`src/rtl/gpio_bus_pkg.sv`:
```
// Shared types and constants for the GPIO/ADC decoder bus initiator.
// The decoder needs at least 4 strobe cycles and 3 idle cycles per access.
package gpio_bus_pkg;

  typedef enum logic [1:0] {
    ST_IDLE   = 2'd0,
    ST_ACCESS = 2'd1,
    ST_GAP    = 2'd2
  } state_t;

  localparam int MIN_HOLD_CYCLES = 4;
  localparam int MIN_GAP_CYCLES  = 3;
  localparam int SCAN_WORDS      = 3;
  localparam int SCAN_BASE_ADDR  = 'h400;

  function automatic int scan_addr(input int idx);
    return SCAN_BASE_ADDR + idx;
  endfunction

endpackage

```
`src/rtl/gpio_poll_timer.sv`:
```
// Auto-scan request timer: free-running divider while enabled, raising a sticky
// poll_due flag on every wrap; poll_due_next lets the initiator register cmd_ready.
module gpio_poll_timer #(
  parameter int PollDiv = 1000
) (
  input  logic reg_clk,
  input  logic reset_in,
  input  logic poll_enable,
  input  logic clear_due,
  output logic poll_due,
  output logic poll_due_next
);

  localparam int CW = $clog2(PollDiv + 1);

  logic [CW-1:0] count;
  logic [CW-1:0] count_next;
  logic          wrap;

  always_comb begin
    wrap          = poll_enable && (count == CW'(PollDiv - 1));
    count_next    = count + CW'(1);
    poll_due_next = poll_due;
    if (!poll_enable) begin
      count_next    = '0;
      poll_due_next = 1'b0;
    end else if (wrap) begin
      count_next    = '0;
      poll_due_next = 1'b1;
    end else if (clear_due) begin
      poll_due_next = 1'b0;
    end
  end

  always_ff @(posedge reg_clk or posedge reset_in) begin
    if (reset_in) begin
      count    <= '0;
      poll_due <= 1'b0;
    end else begin
      count    <= count_next;
      poll_due <= poll_due_next;
    end
  end

endmodule

```
`src/rtl/gpio_bus_initiator.sv`:
```
// Bus master for the GPIO/ADC register decoder: serves host read/write commands
// and periodically scans the three GPIO input words into a snapshot.
module gpio_bus_initiator
  import gpio_bus_pkg::*;
#(
  parameter int AddrWidth  = 16,
  parameter int BusWidth   = 32,
  parameter int HoldCycles = 4,
  parameter int GapCycles  = 3,
  parameter int PollDiv    = 1000
) (
  input  logic                  reg_clk,
  input  logic                  reset_in,
  input  logic                  cmd_valid,
  output logic                  cmd_ready,
  input  logic                  cmd_write,
  input  logic [AddrWidth-3:0]  cmd_addr,
  input  logic [BusWidth-1:0]   cmd_wdata,
  output logic                  rsp_valid,
  output logic [BusWidth-1:0]   rsp_rdata,
  input  logic                  poll_enable,
  output logic [3*BusWidth-1:0] in_snap,
  output logic                  snap_valid,
  output logic                  chip_sel,
  output logic                  read_reg,
  output logic                  write_reg,
  output logic [AddrWidth-3:0]  busaddress,
  output logic [BusWidth-1:0]   busdata_in,
  input  logic [BusWidth-1:0]   busdata_out
);

  localparam int AW      = AddrWidth - 2;
  localparam int CNT_MAX = (HoldCycles > GapCycles) ? HoldCycles : GapCycles;
  localparam int CW      = $clog2(CNT_MAX + 1);

  if (HoldCycles < MIN_HOLD_CYCLES || GapCycles < MIN_GAP_CYCLES || PollDiv < 1) begin : g_bad_params
    $error("gpio_bus_initiator: HoldCycles>=4, GapCycles>=3 and PollDiv>=1 are required");
  end

  state_t                state, state_nxt;
  logic [CW-1:0]         cnt, cnt_nxt;
  logic                  scan_active, scan_active_nxt;
  logic [1:0]            scan_idx, scan_idx_nxt;
  logic [BusWidth-1:0]   stage0, stage0_nxt, stage1, stage1_nxt;
  logic                  chip_sel_nxt, read_nxt, write_nxt, cmd_ready_nxt;
  logic [AW-1:0]         addr_nxt;
  logic [BusWidth-1:0]   wdata_nxt, rsp_rdata_nxt;
  logic                  rsp_valid_nxt, snap_valid_nxt;
  logic [3*BusWidth-1:0] in_snap_nxt;
  logic                  poll_due, poll_due_next, clear_due;

  gpio_poll_timer #(.PollDiv(PollDiv)) u_poll_timer (
    .reg_clk       (reg_clk),
    .reset_in      (reset_in),
    .poll_enable   (poll_enable),
    .clear_due     (clear_due),
    .poll_due      (poll_due),
    .poll_due_next (poll_due_next)
  );

  assign clear_due = (state == ST_IDLE) && !scan_active && poll_due;

  // The GAP state covers GapCycles-1 low cycles; the IDLE arbitration cycle is the last one.
  always_comb begin
    state_nxt       = state;
    cnt_nxt         = cnt;
    scan_active_nxt = scan_active;
    scan_idx_nxt    = scan_idx;
    stage0_nxt      = stage0;
    stage1_nxt      = stage1;
    chip_sel_nxt    = chip_sel;
    read_nxt        = read_reg;
    write_nxt       = write_reg;
    addr_nxt        = busaddress;
    wdata_nxt       = busdata_in;
    rsp_valid_nxt   = 1'b0;
    rsp_rdata_nxt   = rsp_rdata;
    in_snap_nxt     = in_snap;
    snap_valid_nxt  = 1'b0;
    case (state)
      ST_IDLE: begin
        if (scan_active || poll_due) begin
          if (!scan_active) begin
            scan_active_nxt = 1'b1;
            scan_idx_nxt    = 2'd0;
          end
          state_nxt    = ST_ACCESS;
          cnt_nxt      = CW'(HoldCycles - 1);
          chip_sel_nxt = 1'b1;
          read_nxt     = 1'b1;
          write_nxt    = 1'b0;
          addr_nxt     = AW'(scan_addr(scan_active ? int'(scan_idx) : 0));
          wdata_nxt    = '0;
        end else if (cmd_valid && cmd_ready) begin
          state_nxt    = ST_ACCESS;
          cnt_nxt      = CW'(HoldCycles - 1);
          chip_sel_nxt = 1'b1;
          read_nxt     = !cmd_write;
          write_nxt    = cmd_write;
          addr_nxt     = cmd_addr;
          wdata_nxt    = cmd_write ? cmd_wdata : '0;
        end
      end
      ST_ACCESS: begin
        if (cnt == '0) begin
          state_nxt    = ST_GAP;
          cnt_nxt      = CW'(GapCycles - 2);
          chip_sel_nxt = 1'b0;
          read_nxt     = 1'b0;
          write_nxt    = 1'b0;
          if (scan_active) begin
            if (scan_idx == 2'd0) begin
              stage0_nxt   = busdata_out;
              scan_idx_nxt = 2'd1;
            end else if (scan_idx == 2'd1) begin
              stage1_nxt   = busdata_out;
              scan_idx_nxt = 2'd2;
            end else begin
              in_snap_nxt     = {busdata_out, stage1, stage0};
              snap_valid_nxt  = 1'b1;
              scan_active_nxt = 1'b0;
              scan_idx_nxt    = 2'd0;
            end
          end else begin
            rsp_valid_nxt = 1'b1;
            rsp_rdata_nxt = write_reg ? '0 : busdata_out;
          end
        end else begin
          cnt_nxt = cnt - CW'(1);
        end
      end
      ST_GAP: begin
        if (cnt == '0) state_nxt = ST_IDLE;
        else           cnt_nxt   = cnt - CW'(1);
      end
      default: state_nxt = ST_IDLE;
    endcase
  end

  assign cmd_ready_nxt = (state_nxt == ST_IDLE) && !scan_active_nxt && !poll_due_next;

  always_ff @(posedge reg_clk or posedge reset_in) begin
    if (reset_in) begin
      state       <= ST_IDLE;
      cnt         <= '0;
      scan_active <= 1'b0;
      scan_idx    <= 2'd0;
      stage0      <= '0;
      stage1      <= '0;
      cmd_ready   <= 1'b0;
      chip_sel    <= 1'b0;
      read_reg    <= 1'b0;
      write_reg   <= 1'b0;
      busaddress  <= '0;
      busdata_in  <= '0;
      rsp_valid   <= 1'b0;
      rsp_rdata   <= '0;
      in_snap     <= '0;
      snap_valid  <= 1'b0;
    end else begin
      state       <= state_nxt;
      cnt         <= cnt_nxt;
      scan_active <= scan_active_nxt;
      scan_idx    <= scan_idx_nxt;
      stage0      <= stage0_nxt;
      stage1      <= stage1_nxt;
      cmd_ready   <= cmd_ready_nxt;
      chip_sel    <= chip_sel_nxt;
      read_reg    <= read_nxt;
      write_reg   <= write_nxt;
      busaddress  <= addr_nxt;
      busdata_in  <= wdata_nxt;
      rsp_valid   <= rsp_valid_nxt;
      rsp_rdata   <= rsp_rdata_nxt;
      in_snap     <= in_snap_nxt;
      snap_valid  <= snap_valid_nxt;
    end
  end

endmodule

```
`config.mk`:
```
export PLATFORM = sky130hd
export DESIGN_NAME = gpio_bus_initiator
export DESIGN_NICKNAME = d
export VERILOG_FILES = /design/src/rtl/gpio_bus_pkg.sv /design/src/rtl/gpio_poll_timer.sv /design/src/rtl/gpio_bus_initiator.sv
export SDC_FILE = /design/constraint.sdc
export NUM_CORES = 1
export LEC_CHECK = 0
export ABC_AREA = 1
export CAP_MARGIN = 20
export CORE_UTILIZATION = 43
export CTS_CLUSTER_SIZE = 30
export DETAILED_ROUTE_END_ITERATION = 8
export DONT_BUFFER_PORTS = 1
export GPL_TIMING_DRIVEN = 0
export PLACE_DENSITY = 0.59
export SYNTH_ARGS = -nofsm -noshare
export SYNTH_HDL_FRONTEND = slang
export SYNTH_SLANG_ARGS = --single-unit
```
`constraint.sdc`:
```
create_clock -name reg_clk -period 20.3 [get_ports reg_clk]
set_input_delay 1.015 -clock reg_clk [delete_from_list [all_inputs] [get_ports reg_clk]]
set_output_delay 1.015 -clock reg_clk [all_outputs]
set_load 0.005 [all_outputs]
```
==> results.cfg, run 1 <==
[floorplanning]
start_util_pct = 44.3
row_count = 56
fp.dieW_um = 158
die_area_um2 = 25000
pin_count = 263
die-height_um = 158
core_um2 = 23700

[power_and_ir_drop]
power_density_nw_per_um2 = 160
peakVddDrop_mv = 0.0881
leakage_nw = 5.55

[logic_synthesis]
ys.flop_type = dfrtp_1
synthTopCellsByArea = dfrtp_1 63%, nand2_1 8.1%, o21ai_0 6.4%
netlist_area_um2 = 10500
netlist.area_leader.share_pct = 62.7
ys_ff_latch = 263
synth_edf_count = 0
synthArstFlopShare_pct = 100
syn_avg_cell_area_um2 = 10.7
seq_area_frac_synth_pct = 62.7
yosys_warnings = 0
yosysTopAreaCell = dfrtp_1
syn_nets = 1069
synth_cell_types = 30
syn_inst = 979

[cts]
cts_resized = 0
clk_latency_ps = 550
clk_pin_slew_ps = 60
cts_hold_buffers = 0
clk_path_buf_depth = 3
cts_sinks = 263
cts_setup_buffers = 0
root_buffer = clkbuf_16
cts_made_buffers = 27
htree_levels = 1
cts_tree = done

[place]
dp_hpwl_mm = 18.6
port_buffers = 0
dp_cells = 1300
place_congestion = 0.790
place_ws_ps = 18300

[worst_setup_path]
end_kind = primary output
crit_type = flop to primary output
start_kind = flop
required_ps = 19290
r2r_slack_ps = 18330
cp_max_fo = 2
worst_ep_arrival_time_ps = 990

[status]
status = finished clean

[global_routing]
antenna_found_initial = 0
grt_pass1_wl_mm = 40.2
grt_pass1_vias = 7051
grt_overflow = 0
grt_max_degree = 126
track_usage_pct = 21.1

[detailed_routing]
ant_nets = 0
first_pass_iters = 4
drtIter0Drc = 376
via_per_inst = 5.11
routedWlPerCell_um = 19.3
num_vias = 6892
post-route-drc-count = 0
wl_mm = 26.1

[timing]
hold_viol = 0
setup_viol = 0
max_freq_ghz = 0.498
rsz0062_at_grt = no
setup_slack_ps = 18290
relSlewSlack_pct = 56.3
clock_skew_ps = 20.5
fin_setup_tns_ps = 0
hold_ws_ps = 334
period_needed_ps = 2010
tightest_slew_ps = 656
slew_violations = 0
fin_crit_sh_pct = 9.90

[layout]
largest_register_ffs = 96
antenna_cells = 0
final-seq-area_um2 = 6580
fin_cells = 1349
syn_to_final_growth_pct = 12.6
nNetsFinal = 1100
drive_gt1_share_pct = 14.7
multi_input_area_um2 = 3330
regMostFlops = in_snap
fillerInstances = 2222

[worst_hold_path]
holdCritPathClass = primary input to async pin

[run]
maxCapViolCount = 0
[power breakdown]
group	internal (W)	switching, W
Sequential	0.000758	0.000192
Clock	0.000278	0.000204
Combinational	0.000203	0.000250
Total	0.00124	0.000646
[area by class of cell]
class                   count  area share (%)
multi-input cells         600            28.1
repair buffers              2           0.466
well taps                 319            3.38
plain buffers              54            3.01
inverters                  62            2.03
clock buffers              43            6.65
flip-flops and latches    263            55.7
clock inverters             6           0.614
[metal layers]
metal	wire, um	global-route usage [%]	up-vias
met5	0	0	-
met4	539	4.90	0
met3	2520	6.90	42
met2	12400	34.7	235
met1	10600	26.8	3365
li1	-	-	3250
[path summary, 6_finish.rpt]
check,start,to,cells past startpoint
worst max-delay path,rsp_rdata[26],rsp_rdata[26],0
worst min-delay path,reset_in,busdata_in[10],1
worst max register to register,state[1],in_snap[33],8
worst min register to register,u_poll_timer.count[0],u_poll_timer.count[0],1
max in group asynchronous,reset_in,u_poll_timer.count[0],2
min in group reg_clk,u_poll_timer.count[0],u_poll_timer.count[0],1
[synth_stat cells (3+ instances only)]
master and instances:
dfrtp_1 263, nand2_1 226, o21ai_0 135, inv_1 60, nor2_1 50, nand3_1 43, mux2_4 42, a21oi_1 40
mux2_2 22, buf_2 20, clkbuf_1 17, o21ai_1 13, ha_1 7, buf_4 6, buf_6 5, buf_12 4
nor3_1 4, xor2_1 3
[stage by stage]
stage                     cell area [um^2]  util, %  power [W]
final                                11800     49.9    0.00189
after global routing                 11800     49.9    0.00202
after CTS                            11800     49.9    0.00191
after detailed placement             11000     46.3    0.00142
after global placement               10900     46.0    0.00140
after floorplan                      10500        -    0.00125
[layout by cell type, fill, tap and decap left out]
cell type,count
inv_16,1
mux2_2,22
nor2_1,50
clkbuf_2,2
inv_1,59
buf_6,5
nor3b_1,2
clkbuf_16,27
clkinvlp_4,1
buf_16,2
and3_1,1
xnor2_1,1
inv_2,2
clkbuf_1,28
nand3_4,1
mux2_4,42
nand2_2,2
clkbuf_8,5
nor3_1,4
a22oi_1,1
ha_1,7
a21oi_1,40
buf_2,20
o22ai_1,1
clkinv_2,3
a31oi_1,2
o21ai_0,135
xor2_1,3
dfrtp_1,263
o21ai_1,13
nor2_4,2
nand2_1,226
buf_4,6
nor2_2,2
bufinv_16,1
nand3_1,43
buf_12,4
inv_8,1
[logic make-up (layout without fill, tap and decap cells)]
group,count (synthesis),after routing,synth area share (%)
and+or+nand+nor,333,333,12.9
AOI/OAI and AO/OA,192,192,9.22
buffers and inverters,116,167,5.60
adders and majority gates,7,7,0.834
muxes,64,64,8.37
DFF,263,263,62.7
xor gates and xnor gates,4,4,0.334
Note: power is estimated with default switching activity, not from simulation.
==> inputs of run 2 (changes only) <==
- PLACE_DENSITY: 0.59 -> 0.61
- clock period: 20.3 -> 1.7 ns (I/O delays scaled with it)
==> run 2 against run 1 <==
Critical path depth grew 8. Largest power group unchanged. Clock skew is 0.56 ps higher. The run now ends with setup timing left. Wire length grew 8.3%. Sequential power rose to 12 times the previous value. Sequential share of layout area shrank 6.3 points.
==> results.cfg, run 2 (synthesized netlist as in run 1, its figures left out) <==
[layout]
drive_gt1_share_pct = 18.4
nNetsFinal = 1209
mostFrequentLayoutCell = dfrtp_1
final_cell_mix = 262 x dfrtp_1, 225 x nand2_1, 121 x o21ai_0
largest_register_ffs = 96
syn_to_final_growth_pct = 26.9
regMostFlops = in_snap

[place]
dp_hpwl_mm = 19.2
port_buffers = 0
place_ws_ps = -332
place_congestion = 0.822

[global_routing]
grt_max_degree = 44
track_usage_pct = 22.4
grt_pass1_vias = 7807
antenna_found_initial = 3
grt_overflow = 0
grt_pass1_wl_mm = 42.8

[cts]
root_buffer = clkbuf_16
cts_sinks = 263
htree_levels = 1
cts_tree = done
clk_path_buf_depth = 3
clk_latency_ps = 540
cts_made_buffers = 28
clk_pin_slew_ps = 60

[worst_setup_path]
r2r_slack_ps = -60
startpoint = state[1]
cp_max_fo = 7
required_ps = 2110
worst_ep_arrival_time_ps = 2170
r2r-start = state[1]
start_kind = flop
end_kind = flop
crit_type = flop to flop

[timing]
tightest_slew_ps = 711
setup_viol = 42
fin_crit_sh_pct = 103
max_freq_ghz = 0.569
relSlewSlack_pct = 52.5
slew_violations = 0
period_needed_ps = 1760
rsz0062_at_grt = yes
setup_slack_ps = -58.3
hold_viol = 0
hold_ws_ps = 145
clock_skew_ps = 21.1

[power_and_ir_drop]
peakVddDrop_mv = 0.913
power_density_nw_per_um2 = 1790
leakage_nw = 6.22

[floorplanning]
pin_count = 263
core_um2 = 23700
die_area_um2 = 25000
fp.dieW_um = 158
die-height_um = 158
start_util_pct = 44.3
row_count = 56

[detailed_routing]
wl_mm = 28.2
first_pass_iters = 5
via_per_inst = 5.09
ant_nets = 0
routedWlPerCell_um = 19.3
drtIter0Drc = 486
post-route-drc-count = 0
num_vias = 7437

[run]
maxCapViolCount = 0

[status]
violations = setup timing
status = complete, but fails checks

[worst_hold_path]
holdCritPathClass = primary input to async pin
==> run 2: cell types whose count changed in the layout (fill, tap and decap cells not counted), sizes merged <==
cell / before / now
clkbuf: 62 / 54
buf: 37 / 67
bufinv: 1 / 2
inv: 63 / 61
nand2: 228 / 229
diode: 0 / 3
clkinv: 3 / 8
dlygate4sd3: 0 / 82
==> run 2: final cells by class <==
cell class                 instances  area (um^2)
antenna                            3         7.51
buffer                            51          518
clock buffer                      40          827
clock inverter                    10          100
fill                            2071        10400
inverter                          62          236
multi-input combinational        601         3430
sequential                       263         6580
tap                              319          399
timing repair buffer             112         1210
==> run 2: worst max-delay path, stage by stage (launching register included) <==
cell	delay, ps
dfrtp_1	400
inv_2	90
ha_4	160
nand3_4	110
nor2_4	120
buf_12	120
buf_12	150
clkbuf_16	170
mux2_4	290
==> run 2: path summary, 6_finish.rpt <==
check	to	cells after the start
max	in_snap[9]	8
min reg2reg	u_poll_timer.count[0]	1
max in group asynchronous	in_snap[49]	5
max reg2reg	in_snap[9]	8
min	busaddress[7]	2
min in group reg_clk	busdata_in[4]	3
==> run 2: repair_timing <==
item                       CTS  global route
hold endpoints to repair   280             0
hold buffers                82             0
setup endpoints to repair  225           243
buffers inserted            14             7
resized for setup           56            60
pin swaps                    4             5
gates cloned                 3             1
==> run 2: stage by stage <==
| stage | instances | cell area [um^2] | util (%) | total power, W | TNS (ps) |
|---|---|---|---|---|---|
| after floorplan | 979 | 10500 | - | 0.0150 | -487740 |
| after global placement | 1298 | 10900 | 46.0 | 0.0167 | -894020 |
| after detailed placement | 1305 | 11000 | 46.6 | 0.0170 | -41890 |
| after CTS | 1453 | 13200 | 55.6 | 0.0237 | -6050 |
| after global routing | 1461 | 13300 | 56.2 | 0.0254 | -5370 |
| final | 1461 | 13300 | 56.2 | 0.0239 | -1490 |
==> run 2: routing by layer <==
metal	track usage, %	vias up	wire length [um]
met2	38.5	246	13800
met5	0	-	0
met3	5.69	46	2060
met4	5.91	0	563
li1	-	3480	-
met1	28.0	3665	11800
==> run 2: power by group <==
| part | internal (W) | switching [W] | total [W] |
|---|---|---|---|
| sequential | 0.00905 | 0.00233 | 0.0114 |
| clock | 0.00366 | 0.00247 | 0.00613 |
| combinational | 0.00306 | 0.00333 | 0.00639 |
| total | 0.0158 | 0.00813 | 0.0239 |
==> inputs of run 3 (changes only) <==
- ABC_AREA: 1 -> default
==> run 3 against run 2 <==
The run still ends with setup timing left. Non-clock buffer count is 33 higher. First-iteration DRC count fell by 29%. Area after synthesis shrank 0.80%. Wire length shrank 1.3%. Sequential cell count stayed put. Setup slack got worse by 260 ps. Clock-buffer cell count fell by 4. Global-route usage shrank 1.1 points. Critical path depth rose by 1. Combinational power shrank 18%. Utilization is 5.7 points higher. Highest routed layer unchanged.
==> results.cfg, run 3 <==
[timing]
max_freq_ghz = 0.494
fin_crit_sh_pct = 119
hold_viol = 0
fin_setup_tns_ps = -44290
relSlewSlack_pct = 54.9
slew_violations = 0
rsz0062_at_grt = yes
clock_skew_ps = 7.83
period_needed_ps = 2020
hold_ws_ps = 54.0
setup_slack_ps = -322
setup_viol = 196
tightest_slew_ps = 674

[power_and_ir_drop]
p_clk_share_pct = 31.3
p_seq_share_pct = 43.8
power.total_w = 0.0210
leakage_nw = 7.09
internal_power_w = 0.0151
power_density_nw_per_um2 = 1440
p_switching_w = 0.00589
combPwrFrac_pct = 24.9
peakVddDrop_mv = 0.938
sw_frac_of_total_pct = 28.0

[detailed_routing]
drtIter0Drc = 347
post-route-drc-count = 0
routedWlPerCell_um = 21.0
num_vias = 6896
wl_mm = 27.9
first_pass_iters = 4
via_per_inst = 5.18
ant_nets = 0

[layout]
nNetsFinal = 1079
fillerInstances = 1780
antenna_cells = 0
drive_gt1_share_pct = 35.9
largest_register_ffs = 96
fin_cells = 1330
final_cell_mix = 263 x dfrtp_1, 144 x nand2_1, 110 x mux2_4
mostFrequentLayoutCell = dfrtp_1
syn_to_final_growth_pct = 40.4
regMostFlops = in_snap

[cts]
clk_path_buf_depth = 3
cts_tree = done
clk_pin_slew_ps = 60
htree_levels = 1
cts_sinks = 263
cts_made_buffers = 28
root_buffer = clkbuf_16
clk_latency_ps = 530

[floorplanning]
die_area_um2 = 24800
core_um2 = 23600
start_util_pct = 44.1
die-height_um = 158
fp.dieW_um = 158
pin_count = 263
row_count = 56

[worst_setup_path]
crit_type = flop to flop
end_kind = flop
worst_ep_arrival_time_ps = 2430
start_kind = flop
required_ps = 2110
cp_max_fo = 10

[global_routing]
grt_overflow = 0
grt_pass1_vias = 7074
track_usage_pct = 21.3
antenna_found_initial = 0
grt_max_degree = 43
grt_pass1_wl_mm = 40.8

[logic_synthesis]
synth-adder-area-share_pct = 0.841
syn_avg_cell_area_um2 = 12.9
synth_compound_area_share_pct = 5.59
ys_top_cells_by_count = 263 x dfrtp_1, 160 x nand2_1, 131 x mux2_2
synthMuxAreaShare_pct = 18.6
synth_cell_types = 46
syn_inst = 810
yosys_warnings = 0
yosysMostFrequentCell = dfrtp_1
synth_top_family_by_area = multiplexers
synth_edf_count = 0
synthTopCellsByArea = dfrtp_1 63%, mux2_2 14%, nand2_1 5.8%
ys_ff_latch = 263
synthSimpleGateAreaFrac_pct = 8.26
netlist_area_um2 = 10400
yosysTopAreaCell = dfrtp_1
synth_xor_area_share_pct = 0.673
ys.flop_type = dfrtp_1
synthArstFlopShare_pct = 100
syn_nets = 900
seq_area_frac_synth_pct = 63.2
netlist.area_leader.share_pct = 63.2

[place]
dp_hpwl_mm = 17.0
place_ws_ps = -685
place_congestion = 0.782
port_buffers = 0
dp_cells = 1136

[run]
maxCapViolCount = 0

[status]
violations = setup timing
status = complete, but fails checks

[worst_hold_path]
holdCritPathClass = primary input to flop
==> run 3: kinds of logic after synthesis <==
group / after synthesis
flip-flops: 263
AND/OR/NAND/NOR: 204
multiplexers: 162
adder cells (fa/ha/maj): 7
AO/OA/AOI/OAI: 105
XOR/XNOR: 8
buffers and inverters: 61
==> run 3: power by group through the flow <==
stage / clock network (W) / logic (W) / registers [W]
after floorplan: 0 / 0.00330 / 0.00882
after global placement: 0 / 0.00382 / 0.00922
after detailed placement: 0 / 0.00394 / 0.00927
after CTS: 0.00668 / 0.00475 / 0.00916
after global routing: 0.00693 / 0.00570 / 0.00943
final: 0.00657 / 0.00523 / 0.00921
==> run 3: what timing repair did <==
item | in CTS | in global routing
resized for setup | 102 | 131
hold endpoints to repair | 263 | 0
gates cloned | 10 | 10
pin swaps | 5 | 12
endpoints found under the setup margin | 244 | 247
hold buffers | 82 | 0
buffers inserted | 35 | 11
==> run 3: stage by stage <==
stage	cell area (um^2)	utilization, %
floorplan	10800	-
global placement	11200	47.3
detailed placement	11300	47.9
CTS	14100	59.7
global route	14600	61.9
finish	14600	61.9
==> run 3: area by class of cell <==
class / instances / area [um^2] / share of cell area [%]
multi-input cells: 486 / 4020 / 27.5
clock inverters: 16 / 216 / 1.48
plain buffers: 46 / 638 / 4.37
flip-flops and latches: 263 / 6580 / 45.0
repair buffers: 150 / 1910 / 13.1
inverters: 14 / 61.3 / 0.419
well taps: 319 / 399 / 2.73
clock buffers: 36 / 792 / 5.42
==> run 3: path summary, 6_finish.rpt <==
check                                 startpoint                     to  slack (ps)  cells after the start
min reg2reg                u_poll_timer.count[0]  u_poll_timer.count[0]         460                      1
min                                    cmd_write         busdata_in[31]          50                      4
max in group asynchronous               reset_in             stage1[14]         410                      5
max reg2reg                               cnt[0]             stage0[11]        -320                      9
max                                       cnt[0]             stage0[11]        -320                      9
min in group asynchronous               reset_in            in_snap[94]         140                      2
==> run 3: per-layer routing <==
metal / vias up / part of all wire [%] / wire length (um) / track usage [%]
met5: - / 0 / 0 / 0
li1: 3119 / - / - / -
met2: 216 / 50 / 13900 / 36.9
met1: 3532 / 41 / 11500 / 26.7
met4: 0 / 1.2 / 335 / 3.24
met3: 29 / 7.8 / 2180 / 6.43
==> run 3: critical path: stages, from the launching register on <==
cell and delay [ps]:
dfrtp_1 390, inv_2 80, ha_4 130, and3b_1 180
buf_6 120, nand2_4 50, or3_1 320, buf_6 170
buf_12 160, mux2_4 300
